`src/rtl/mips_dmem_bridge.sv`:
```
// mips_dmem_bridge
//   Data-side bridge between the single-cycle MIPS core's lw/sw path and a
//   registered req/ack data-memory bus. The core is stalled while an access
//   is in flight. Misaligned, conflicting (rd and wr together), timed-out and
//   bus-errored accesses return ERR_DATA and set a sticky error flag.
//
// Ports
//   clk, reset     clock; asynchronous active-high reset
//   cpu_rd/cpu_wr  load / store request from the core (held while stalled)
//   cpu_addr       byte address; cpu_wdata store data
//   cpu_rdata      load data, valid in the DONE cycle
//   cpu_stall      core must hold its state while high
//   cpu_err        sticky error flag; err_clr clears it (a new error wins)
//   bus_req/bus_we/bus_addr/bus_wdata   registered bus request (word address)
//   bus_rdata/bus_ack/bus_err           bus response; bus_err qualified by bus_ack
//   dbg_state      current FSM state (IDLE=0, BUS=1, DONE=2)
//
// Handshake: bus_req rises with bus_we/bus_addr/bus_wdata already valid and all
// four hold until the cycle in which bus_ack is sampled high; bus_req drops on
// the following edge. bus_ack outside an outstanding request is ignored.
module mips_dmem_bridge #(
  parameter int                ADDR_W   = 32,
  parameter int                DATA_W   = 32,
  parameter int                TIMEOUT  = 255,
  parameter logic [DATA_W-1:0] ERR_DATA = 32'hDEAD_BEEF
) (
  input  logic              clk,
  input  logic              reset,
  input  logic              cpu_rd,
  input  logic              cpu_wr,
  input  logic [ADDR_W-1:0] cpu_addr,
  input  logic [DATA_W-1:0] cpu_wdata,
  output logic [DATA_W-1:0] cpu_rdata,
  output logic              cpu_stall,
  output logic              cpu_err,
  input  logic              err_clr,
  output logic              bus_req,
  output logic              bus_we,
  output logic [ADDR_W-3:0] bus_addr,
  output logic [DATA_W-1:0] bus_wdata,
  input  logic [DATA_W-1:0] bus_rdata,
  input  logic              bus_ack,
  input  logic              bus_err,
  output logic [1:0]        dbg_state
);

  localparam int CNT_W = $clog2(TIMEOUT + 1);

  typedef enum logic [1:0] {
    S_IDLE = 2'd0,
    S_BUS  = 2'd1,
    S_DONE = 2'd2
  } state_t;

  state_t           state;
  logic [CNT_W-1:0] cnt;

  logic req_any;
  logic req_bad;
  logic cnt_last;
  logic bus_end;
  logic bus_fail;

  assign req_any  = cpu_rd | cpu_wr;
  assign req_bad  = (cpu_rd & cpu_wr) | (cpu_addr[1:0] != 2'b00);
  assign cnt_last = (cnt == CNT_W'(TIMEOUT - 1));
  // An ack always ends the access, even in the cycle the timeout would fire.
  assign bus_end  = bus_ack | cnt_last;
  assign bus_fail = bus_ack ? bus_err : 1'b1;

  assign dbg_state = state;

  // Stall is combinational so the core freezes in the very cycle it issues
  // the request; forced low while reset is held.
  always_comb begin
    cpu_stall = 1'b0;
    if (!reset) begin
      case (state)
        S_IDLE:  cpu_stall = req_any;
        S_BUS:   cpu_stall = 1'b1;
        default: cpu_stall = 1'b0;
      endcase
    end
  end

  always_ff @(posedge clk or posedge reset) begin
    if (reset) begin
      state     <= S_IDLE;
      cnt       <= '0;
      bus_req   <= 1'b0;
      bus_we    <= 1'b0;
      bus_addr  <= '0;
      bus_wdata <= '0;
      cpu_rdata <= '0;
      cpu_err   <= 1'b0;
    end else begin
      // Clear first; any error set below in the same cycle overrides it.
      if (err_clr) cpu_err <= 1'b0;

      case (state)
        S_IDLE: begin
          if (req_any) begin
            if (req_bad) begin
              cpu_rdata <= ERR_DATA;
              cpu_err   <= 1'b1;
              state     <= S_DONE;
            end else begin
              bus_req   <= 1'b1;
              bus_we    <= cpu_wr;
              bus_addr  <= cpu_addr[ADDR_W-1:2];
              bus_wdata <= cpu_wdata;
              cnt       <= '0;
              state     <= S_BUS;
            end
          end
        end

        S_BUS: begin
          if (bus_end) begin
            bus_req <= 1'b0;
            state   <= S_DONE;
            if (bus_fail) begin
              cpu_rdata <= ERR_DATA;
              cpu_err   <= 1'b1;
            end else if (!bus_we) begin
              cpu_rdata <= bus_rdata;
            end
          end else begin
            cnt <= cnt + 1'b1;
          end
        end

        // One unstalled cycle lets the core retire the instruction before a
        // new request can be accepted.
        S_DONE:  state <= S_IDLE;
        default: state <= S_IDLE;
      endcase
    end
  end

endmodule
```
`config.mk`:
```
export PLATFORM = sky130hd
export DESIGN_NAME = mips_dmem_bridge
export DESIGN_NICKNAME = d
export VERILOG_FILES = /design/src/rtl/mips_dmem_bridge.sv
export SDC_FILE = /design/constraint.sdc
export NUM_CORES = 1
export LEC_CHECK = 0
export ABC_AREA = 1
export CAP_MARGIN = 30
export CORE_ASPECT_RATIO = 0.75
export CORE_MARGIN = 2
export CORE_UTILIZATION = 46
export CTS_CLUSTER_SIZE = 20
export DETAILED_ROUTE_END_ITERATION = 10
export GPL_TIMING_DRIVEN = 0
export PLACE_DENSITY_LB_ADDON = 0.1
export SLEW_MARGIN = 5
export SYNTH_ARGS = -nofsm -noshare
export SYNTH_HDL_FRONTEND = slang
export SYNTH_SLANG_ARGS = --single-unit
```
`constraint.sdc`:
```
create_clock -name clk -period 8.3 [get_ports clk]
set_input_delay 1.66 -clock clk [delete_from_list [all_inputs] [get_ports clk]]
set_output_delay 1.66 -clock clk [all_outputs]
set_load 0.05 [all_outputs]
```
==> results by group, run 1 <==
Die
  – Starting Density: 0.469
  – Die Wd: 122 um
  – Core area: roughly 10000 um2
  – Full die area: around 11000 um2
  – Chip Height: 92.6 um
  – Top Ports: between 200 and 250
  – Row cnt: 32

Logic synthesis
  – Mean Syn Cell Area: a little over 8 um2
  – Post-synth top area cell: dfrtp_1
  – Yosys warning total: 0
  – Simple-gate share of the synthesized area: 0.361
  – Xor-xnor portion of the synthesized cell area: 0.00728
  – Mapped Nets: a little under 700
  – Post-synthesis mux area share: 0
  – Post-synthesis adder-cell area fraction: 0.00520
  – Largest family of logic cells by synthesized area: simple AND/OR/NAND/NOR gates
  – Synth async-reset ratio: 1.00
  – Yosys reg bits: 107
  – Netlist cell types: 23
  – Number of flops mapped to enable cells by yosys: 0
  – Post-Synthesis Cell Area: 4810 um2
  – Commonest cells in the synthesized netlist: nand2_1 (248), dfrtp_1 (107), nand3_1 (75)
  – Largest cells by area after synthesis: dfrtp_1 (56%), nand2_1 (19%), nand3_1 (7.8%), nand4_1 (4.3%), nor2_1 (2.9%)
  – Share of the synthesized area in the top cell type: 0.556
  – Synth Area in Compound Gates: 0.0127
  – Post-synthesis sequential area ratio: 0.556
  – Post-synthesis cell count: 583
  – Ys flop type: dfrtp_1
  – Count leader, synth: nand2_1

STA
  – Tmin final: around 5000 ps
  – Hold Violations, Final: 0
  – Final setup margin: 3290 ps
  – Final period util: 0.603
  – Measured slew at the worst slew-check pin: around 570 ps
  – Fmax: ~200 MHz
  – Count of final max-slew check failures: 0
  – Setup Skew: around 6 ps
  – RSZ-0062 raised after global routing: false
  – Setup TNS: 0 ps
  – Worst slew margin: 0.621
  – Setup violations, final: 0

Route
  – Via count: roughly 4800
  – 1st-iter DRT viols: about 350
  – DRC violations left: 0
  – Vias/cell: approximately 5.1
  – Total Wirelength: roughly 14000 um
  – WL/cell: between 10 and 15 um
  – Final ANT Viol Nets: 0
  – Router iterations before antenna repair: 5

GRT
  – GRT busiest layer: met2
  – First-pass GRT wire length: about 22000 um
  – Initial antenna violation count: 0
  – Gr ovfl total: 0
  – Largest net degree at the start of global routing: 68
  – Vias in the first global route: 4471
  – GR Layer Usage met3: 0.0708
  – Tot GR Track Use: 0.251
  – Met1 usage: 0.335
  – Met2 Usage GRT: 0.397

Worst setup path
  – FF-to-FF End: cpu_rdata[23]
  – CP endpoint kind: output pin
  – Slowest stage delay, CP: a little over 800 ps
  – Slowest CP cell: clkdlybuf4s50_1
  – CP Cell Sequence: clkdlybuf4s50_1 > nor2_2 > nand2_1 > nand2_2 > nor2_1 > clkdlybuf4s50_1
  – Worst reg-to-reg path cell count: 5
  – RR Startpoint: dbg_state[0]
  – CP required: between 6000 and 7000 ps
  – Worst Path Arrival: approximately 3400 ps
  – Buf/Inv on CP: 2
  – Critical path class: in -> out
  – CP delay by family, top: buffers and inverters
  – Most frequent CP cell: clkdlybuf4s50_1
  – R2r setup slk: 6710 ps
  – Critical Path Start: cpu_wr
  – CP max FO: 4
  – Startpoint types: primary input

Clock network
  – Deepest clock path buffer count: 2
  – Worst-Skew Late Latency: 350 ps
  – H-tree depth: 3
  – CTS tree: built
  – Gates resized, CTS repair: 0
  – Cts hold-fix bufs: 0
  – # clock sinks: approximately 110
  – CTS root buf: clkbuf_16
  – Total CTS buffers: 9
  – Postcts setup bufs: 0
  – Clk pin slew, worst setup/hold paths: roughly 70 ps

Cells and area
  – Post-route cell area: approximately 7300 um2
  – Final Non-Filler Cells: about 940
  – Area grow syn2layout: 51.6%
  – Share of layout cells above drive strength 1: 0.0748
  – Final nets: about 900
  – Antenna diode count: 0

Power
  – Worst vdd ir: 0.185 mV
  – Final Power: around 2.4 mW
  – Pwr Density: roughly 330 nW/um2
  – Leak: roughly 3.5 nW

Outcome
  – Status: complete, no violations

Hold path
  – Hold Crit Class: reg -> reg
  – Hold_sp: bus_wdata[23]
  – Hold path cells: 2
  – Hold Path Sink: bus_wdata[23]

Run
  – MaxCap Viol Count: 0

Placed design
  – Placed instance area: around 7000 um2
  – IO buf count: ~200
  – Gp weighted congestion: around 0.87
  – Setup WS pre-CTS: approximately 3300 ps
  – Placed cells: between 900 and 1000
  – Post-DP HPWL: 10300 um
## layout by cell type, fill, tap and decap left out, drive strengths merged
| cell type | n |
|---|---|
| nand2 | 252 |
| clkdlybuf4s50 | 202 |
| dfrtp | 107 |
| nand3 | 77 |
| nor2 | 42 |
| nand4 | 33 |
| buf | 31 |
| clkbuf | 20 |
| inv | 17 |
| o21ai | 7 |
| clkinv | 4 |
| xor2 | 3 |
| ha | 2 |
| xnor2 | 1 |
| o21bai | 1 |
| o211ai | 1 |
| a21oi | 1 |
| a31oi | 1 |
## report_power, final
group | leakage [nW] | internal [mW] | switching, mW
registers | 1.32 | 0.681 | 0.0917
logic | 2.04 | 0.395 | 0.832
clock network | 0.133 | 0.203 | 0.190
## cell families (layout without fill, tap and decap cells)
kind of cell	count (synthesis)	in the layout
buffers and inverters	55	274
flip-flops	107	107
adder cells (fa/ha/maj)	2	2
AND/OR/NAND/NOR	404	404
AO/OA/AOI/OAI	11	11
XOR/XNOR	4	4
## per-stage QoR
step                hold WS, ps  utilization
floorplan                   499            -
global placement            453        0.683
detailed placement          458        0.686
CTS                         474        0.712
global route                491        0.712
finish                      471        0.712
## sequential cells by signal, summed over array words and instances (netlist names)
register   count
bus_addr      30
bus_wdata     32
bus_req        1
cpu_err        1
dbg_state      2
bus_we         1
cnt            8
cpu_rdata     32
## worst reg2reg max path, delay by kind of cell, from the launching register on
family        cells  cell delay (ps)
simple gates      4              720
buf+inv           1              320
flops             1              430
## how the worst max path moves through the flow
stage / slack (ps) / cells after the start / end
5_1_grt: 3230 / 6 / cpu_stall
4_1_cts: 3280 / 6 / cpu_stall
6_report: 3290 / 6 / cpu_stall
3_3_place_gp: 2210 / 2 / bus_wdata[11]
3_5_place_dp: 3280 / 6 / cpu_stall
2_1_floorplan: 3820 / 1 / bus_addr[0]
## layer usage
| layer | share of wire | vias to the layer above | routed length (um) |
|---|---|---|---|
| li1 | - | 2301 | - |
| met2 | 0.47 | 179 | 6560 |
| met5 | 0 | - | 0 |
| met3 | 0.081 | 21 | 1130 |
| met4 | 0.019 | 0 | 269 |
| met1 | 0.43 | 2269 | 5970 |
## layout make-up
cell class	count	area [um2]
tap	136	170
buffer	39	215
multi-input combinational	421	1860
clock inverter	5	28.8
clock buffer	11	233
timing repair buffer	203	2050
sequential	107	2680
fill	846	2950
inverter	16	62.6
(Power assumes the default switching activity.)
==> inputs of run 2 (changes only) <==
--- a/config.mk
+++ b/config.mk
@@ -9,7 +9,7 @@
 export CAP_MARGIN = 30
 export CORE_ASPECT_RATIO = 0.75
 export CORE_MARGIN = 2
-export CORE_UTILIZATION = 46
+export CORE_UTILIZATION = 39
 export CTS_CLUSTER_SIZE = 20
 export DETAILED_ROUTE_END_ITERATION = 10
 export GPL_TIMING_DRIVEN = 0
==> constraint.sdc (replaced) <==
create_clock -name clk -period 4.4 [get_ports clk]
set_input_delay 0.88 -clock clk [delete_from_list [all_inputs] [get_ports clk]]
set_output_delay 0.88 -clock clk [all_outputs]
set_load 0.05 [all_outputs]
==> results by group, run 2 (synthesized netlist as in run 1, its figures left out) <==
STA
  – Final hold slack: 470 ps (-1.09 ps)
  – Measured slew at the worst slew-check pin: 551 ps (-14.9 ps)
  – Setup violations, final: 0 (unchanged)
  – Worst slew margin: 0.631 (+0.00994)
  – Tmin final: 3450 ps
  – Fmax: slightly below 300 MHz
  – Count of final max-slew check failures: 0 (unchanged)
  – Final period util: 0.785
  – Hold Violations, Final: 0 (unchanged)
  – Setup Skew: 7.71 ps (+1.87 ps)
  – RSZ-0062 raised after global routing: false

GRT
  – Tot GR Track Use: 0.212 (-0.0389)
  – Vias in the first global route: 4462 (-0.20%)
  – First-pass GRT wire length: 22600 um (+1.8%)
  – Gr ovfl total: 0 (unchanged)
  – Initial antenna violation count: 0 (unchanged)
  – Largest net degree at the start of global routing: 86 (+26%)

Die
  – Die Wd: 132 um (+8.3%)
  – Row cnt: 35 (+9.4%)
  – Top Ports: 203 (unchanged)
  – Starting Density: 0.395 (-0.0742)
  – Chip Height: 100 um (+8.2%)
  – Core area: 12200 um2 (+19%)
  – Full die area: 13300 um2 (+17%)

Power
  – Leak: 3.50 nW (about the same)
  – Worst vdd ir: 0.422 mV (+130%)
  – Pwr Density: 617 nW/um2 (+88%)

Clock network
  – CTS tree: built
  – H-tree depth: 3 (unchanged)
  – Cts hold-fix bufs: 0 (unchanged)
  – # clock sinks: 107 (unchanged)
  – Total CTS buffers: 9 (unchanged)
  – CTS root buf: clkbuf_16
  – Clk pin slew, worst setup/hold paths: 70 ps (about the same)
  – Worst-Skew Late Latency: 350 ps (about the same)
  – Deepest clock path buffer count: 2 (unchanged)
  – Postcts setup bufs: 0 (unchanged)
  – Gates resized, CTS repair: 0 (unchanged)

Cells and area
  – Top Registers: bus_wdata x32, cpu_rdata x32, bus_addr x30
  – Final nets: 902 (unchanged)
  – Antenna diode count: 0 (unchanged)
  – Commonest non-fill, non-tap cells in the layout: nand2_1 (248), clkdlybuf4s50_1 (202), dfrtp_1 (107)
  – Area grow syn2layout: 52.8%
  – Most common cell after layout, fill and taps aside: nand2_1
  – Share of layout cells above drive strength 1: 0.0761 (+0.00125)
  – Layout Utilization: 0.604 (-0.108)

Route
  – Total Wirelength: 13800 um (-1.1%)
  – WL/cell: 14.2 um (-4.2%)
  – DRC violations left: 0 (unchanged)
  – Router iterations before antenna repair: 4 (-1)
  – Vias/cell: 4.83 (-5.1%)
  – Final ANT Viol Nets: 0 (unchanged)
  – 1st-iter DRT viols: 267 (-23%)
  – Via count: 4673 (-2.0%)

Hold path
  – Hold Crit Class: reg -> reg
  – Hold path cells: 2 (unchanged)

Worst setup path
  – Worst reg-to-reg path cell count: 6 (+1)
  – Worst Path Arrival: 2570 ps (-780 ps)
  – Startpoint types: primary input
  – CP endpoint kind: output pin
  – CP required: 3520 ps (-3120 ps)
  – Critical path class: in -> out
  – CP max FO: 4 (unchanged)

Outcome
  – Status: complete, no violations

Placed design
  – IO buf count: 202 (unchanged)
  – Post-DP HPWL: 10200 um (-0.62%)
  – Gp weighted congestion: 0.783 (-10%)

Run
  – MaxCap Viol Count: 0 (unchanged)
## run 2: worst paths after layout
check | from | endpoint | slack [ps]
worst max-delay path | cpu_wr | cpu_stall | 950
worst min-delay path | bus_addr[7] | bus_addr[7] | 470
worst max register to register | dbg_state[0] | cpu_rdata[0] | 2800
worst min register to register | bus_addr[7] | bus_addr[7] | 470
max in group asynchronous | reset | bus_wdata[10] | 2830
min in group asynchronous | reset | cpu_rdata[23] | 880
## run 2: metal layers
layer,share of wire,wire length [um],vias up,track usage
li1,-,-,2305,-
met1,0.47,6450,2220,0.300
met2,0.46,6350,134,0.326
met3,0.058,798,14,0.0535
met4,0.012,167,0,0.0596
met5,0,0,-,0
## run 2: area by class of cell
cell class              count  area, um2
fillers                  1113       4820
flip-flops and latches    107       2680
repair buffers            203       2050
multi-input cells         421       1860
clock buffers              11        243
plain buffers              39        215
well taps                 166        208
inverters                  16       65.1
clock inverters             5       35.0
## run 2: critical path, cell delays in order
cell and delay [ps]:
clkdlybuf4s50_1 450, nor2_2 250, nand2_1 100, nand2_2 140, nor2_1 50, clkdlybuf4s50_1 700
## run 2: where the power goes
group | switching [mW] | internal, mW | total (mW) | leakage, nW
clock | 0.368 | 0.402 | 0.770 | 0.136
sequential | 0.169 | 1.28 | 1.45 | 1.32
combinational | 1.56 | 0.746 | 2.31 | 2.04
total | 2.10 | 2.43 | 4.53 | 3.50
## run 2: through the flow
step,cell area [um2],TNS [ps],worst slack (ps),power (mW),instances
after floorplan,4810,0,703,2.93,583
after global placement,7040,-104240,-978,3.76,951
after detailed placement,7070,0,925,3.79,952
after CTS,7350,0,926,4.57,968
after global routing,7350,0,846,4.77,968
final,7350,0,948,4.53,968
==> inputs of run 3 (changes only) <==
--- a/config.mk
+++ b/config.mk
@@ -9,7 +9,7 @@
 export CAP_MARGIN = 30
 export CORE_ASPECT_RATIO = 0.75
 export CORE_MARGIN = 2
-export CORE_UTILIZATION = 39
+export CORE_UTILIZATION = 43
 export CTS_CLUSTER_SIZE = 20
 export DETAILED_ROUTE_END_ITERATION = 10
 export GPL_TIMING_DRIVEN = 0
==> constraint.sdc (replaced) <==
create_clock -name clk -period 3.4 [get_ports clk]
set_input_delay 0.68 -clock clk [delete_from_list [all_inputs] [get_ports clk]]
set_output_delay 0.68 -clock clk [all_outputs]
set_load 0.05 [all_outputs]
==> results by group, run 3 (synthesized netlist as in run 1, its figures left out) <==
Clock network
  – Deepest clock path buffer count: 2 (unchanged)
  – Cts hold-fix bufs: 0 (unchanged)
  – CTS tree: built
  – H-tree depth: 3 (unchanged)
  – Postcts setup bufs: 0 (unchanged)
  – Worst-Skew Late Latency: 360 ps (about the same)
  – Clk pin slew, worst setup/hold paths: 70 ps (about the same)
  – Gates resized, CTS repair: 0 (unchanged)
  – CTS root buf: clkbuf_16
  – # clock sinks: 107 (unchanged)
  – Total CTS buffers: 9 (unchanged)

GRT
  – First-pass GRT wire length: 22800 um (+0.58%)
  – Tot GR Track Use: 0.238 (+0.0261)
  – Initial antenna violation count: 0 (unchanged)
  – Vias in the first global route: 4549 (+1.9%)
  – Largest net degree at the start of global routing: 33 (-62%)
  – Gr ovfl total: 0 (unchanged)

Route
  – Met2 Wirelength: 6740 um (+6.0%)
  – Top Metal Used: met4
  – Metal3 WL: 989 um (+24%)
  – Total Wirelength: 14400 um (+4.8%)
  – WL/cell: 15.3 um (+7.5%)
  – DRC violations left: 0 (unchanged)
  – Via count: 4773 (+2.1%)
  – 1st-iter DRT viols: 295 (+10%)
  – Router iterations before antenna repair: 5 (+1)
  – Vias/cell: 5.06 (+4.7%)
  – Wire length on met1: 6420 um (-0.50%)
  – Final ANT Viol Nets: 0 (unchanged)

Worst setup path
  – Startpoint types: primary input
  – CP required: 2720 ps (-800 ps)
  – R2r setup slk: 1800 ps (-1000 ps)
  – Critical Path Start: cpu_wr
  – Critical path class: in -> out
  – CP endpoint kind: output pin
  – FF-to-FF End: cpu_rdata[3]
  – CP max FO: 4 (unchanged)
  – Worst Path Arrival: 2390 ps (-180 ps)
  – Worst reg-to-reg path cell count: 5 (-1)
  – RR Startpoint: dbg_state[0]

STA
  – Setup violations, final: 0 (unchanged)
  – RSZ-0062 raised after global routing: false
  – Measured slew at the worst slew-check pin: 583 ps (+32.2 ps)
  – Hold Violations, Final: 0 (unchanged)
  – Fmax: between 300 and 400 MHz
  – Tmin final: roughly 3100 ps
  – Setup TNS: 0 ps (unchanged)
  – Worst slew margin: 0.610 (-0.0212)
  – Count of final max-slew check failures: 0 (unchanged)
  – Final period util: 0.902
  – Setup Skew: 8.21 ps (+0.499 ps)

Die
  – Die Wd: 126 um (-4.6%)
  – Row cnt: 33 (-5.7%)
  – Starting Density: 0.441 (+0.0462)
  – Core area: 10900 um2 (-10%)
  – Full die area: 12100 um2 (-9.0%)
  – Chip Height: 95.6 um (-4.6%)
  – Top Ports: 203 (unchanged)

Power
  – Leak: 3.52 nW (+0.75%)
  – Pwr Density: 811 nW/um2 (+32%)
  – Worst vdd ir: 0.435 mV (+3.0%)

Hold path
  – Hold Crit Class: reg -> reg
  – Hold path cells: 2 (unchanged)
  – Hold Path Sink: bus_wdata[0]
  – Hold_sp: bus_wdata[0]

Placed design
  – Post-DP HPWL: 10600 um (+4.2%)
  – IO buf count: 202 (unchanged)
  – Gp weighted congestion: 0.794 (+1.4%)
  – Placed instance area: 7080 um2 (about the same)

Cells and area
  – Share of layout cells above drive strength 1: 0.0796 (+0.00354)
  – Final nets: 904 (+0.22%)
  – Layout fillers: 881 (-21%)
  – Commonest non-fill, non-tap cells in the layout: nand2_1 (248), clkdlybuf4s50_1 (202), dfrtp_1 (107)
  – Area grow syn2layout: 53.6%
  – Top Registers: bus_wdata x32, cpu_rdata x32, bus_addr x30
  – Post-route cell area: 7390 um2 (+0.51%)
  – Most common cell after layout, fill and taps aside: nand2_1
  – Antenna diode count: 0 (unchanged)

Run
  – MaxCap Viol Count: 0 (unchanged)

Outcome
  – Status: complete, no violations
[run 3: layer usage]
metal  vias to the layer above  track usage
met5                         -            0
met4                         0       0.0733
met3                        22       0.0668
met2                       162        0.370
met1                      2287        0.327
li1                       2302            -
[run 3: final cells by class]
cell class	instances	area [um2]	share of cell area
multi-input combinational	421	1860	0.252
timing repair buffer	205	2090	0.283
sequential	107	2680	0.362
clock inverter	7	83.8	0.0113
clock buffer	9	225	0.0305
buffer	39	215	0.0291
inverter	16	63.8	0.00864
tap	140	175	0.0237
[run 3: power by group]
part / switching [mW] / internal [mW] / leakage, nW / total [mW]
Clock: 0.508 / 0.583 / 0.148 / 1.09
Sequential: 0.230 / 1.66 / 1.32 / 1.89
Combinational: 2.04 / 0.970 / 2.05 / 3.01
[run 3: how the worst max path moves through the flow]
stage | endpoint | slack, ps | cells after the start
2_1_floorplan | cpu_stall | 1200 | 4
3_3_place_gp | bus_wdata[10] | 320 | 2
3_5_place_dp | cpu_stall | 320 | 6
4_1_cts | cpu_stall | 320 | 6
5_1_grt | cpu_stall | 220 | 6
6_report | cpu_stall | 330 | 6
[run 3: worst max-delay path, cell delays in order]
cell             delay, ps
clkdlybuf4s50_1        460
nor2_2                 250
nand2_1                100
nand2_2                140
nor2_1                  50
clkdlybuf4s50_1        700
[run 3: metrics by stage]
stage	hold slack (ps)	total power, mW	utilization	std cells	setup slack [ps]
finish	471	5.99	0.678	944	334
global route	496	6.27	0.678	944	223
CTS	475	6.03	0.678	944	320
detailed placement	457	4.92	0.650	928	319
global placement	453	4.86	0.643	925	324
floorplan	499	3.79	-	583	1200
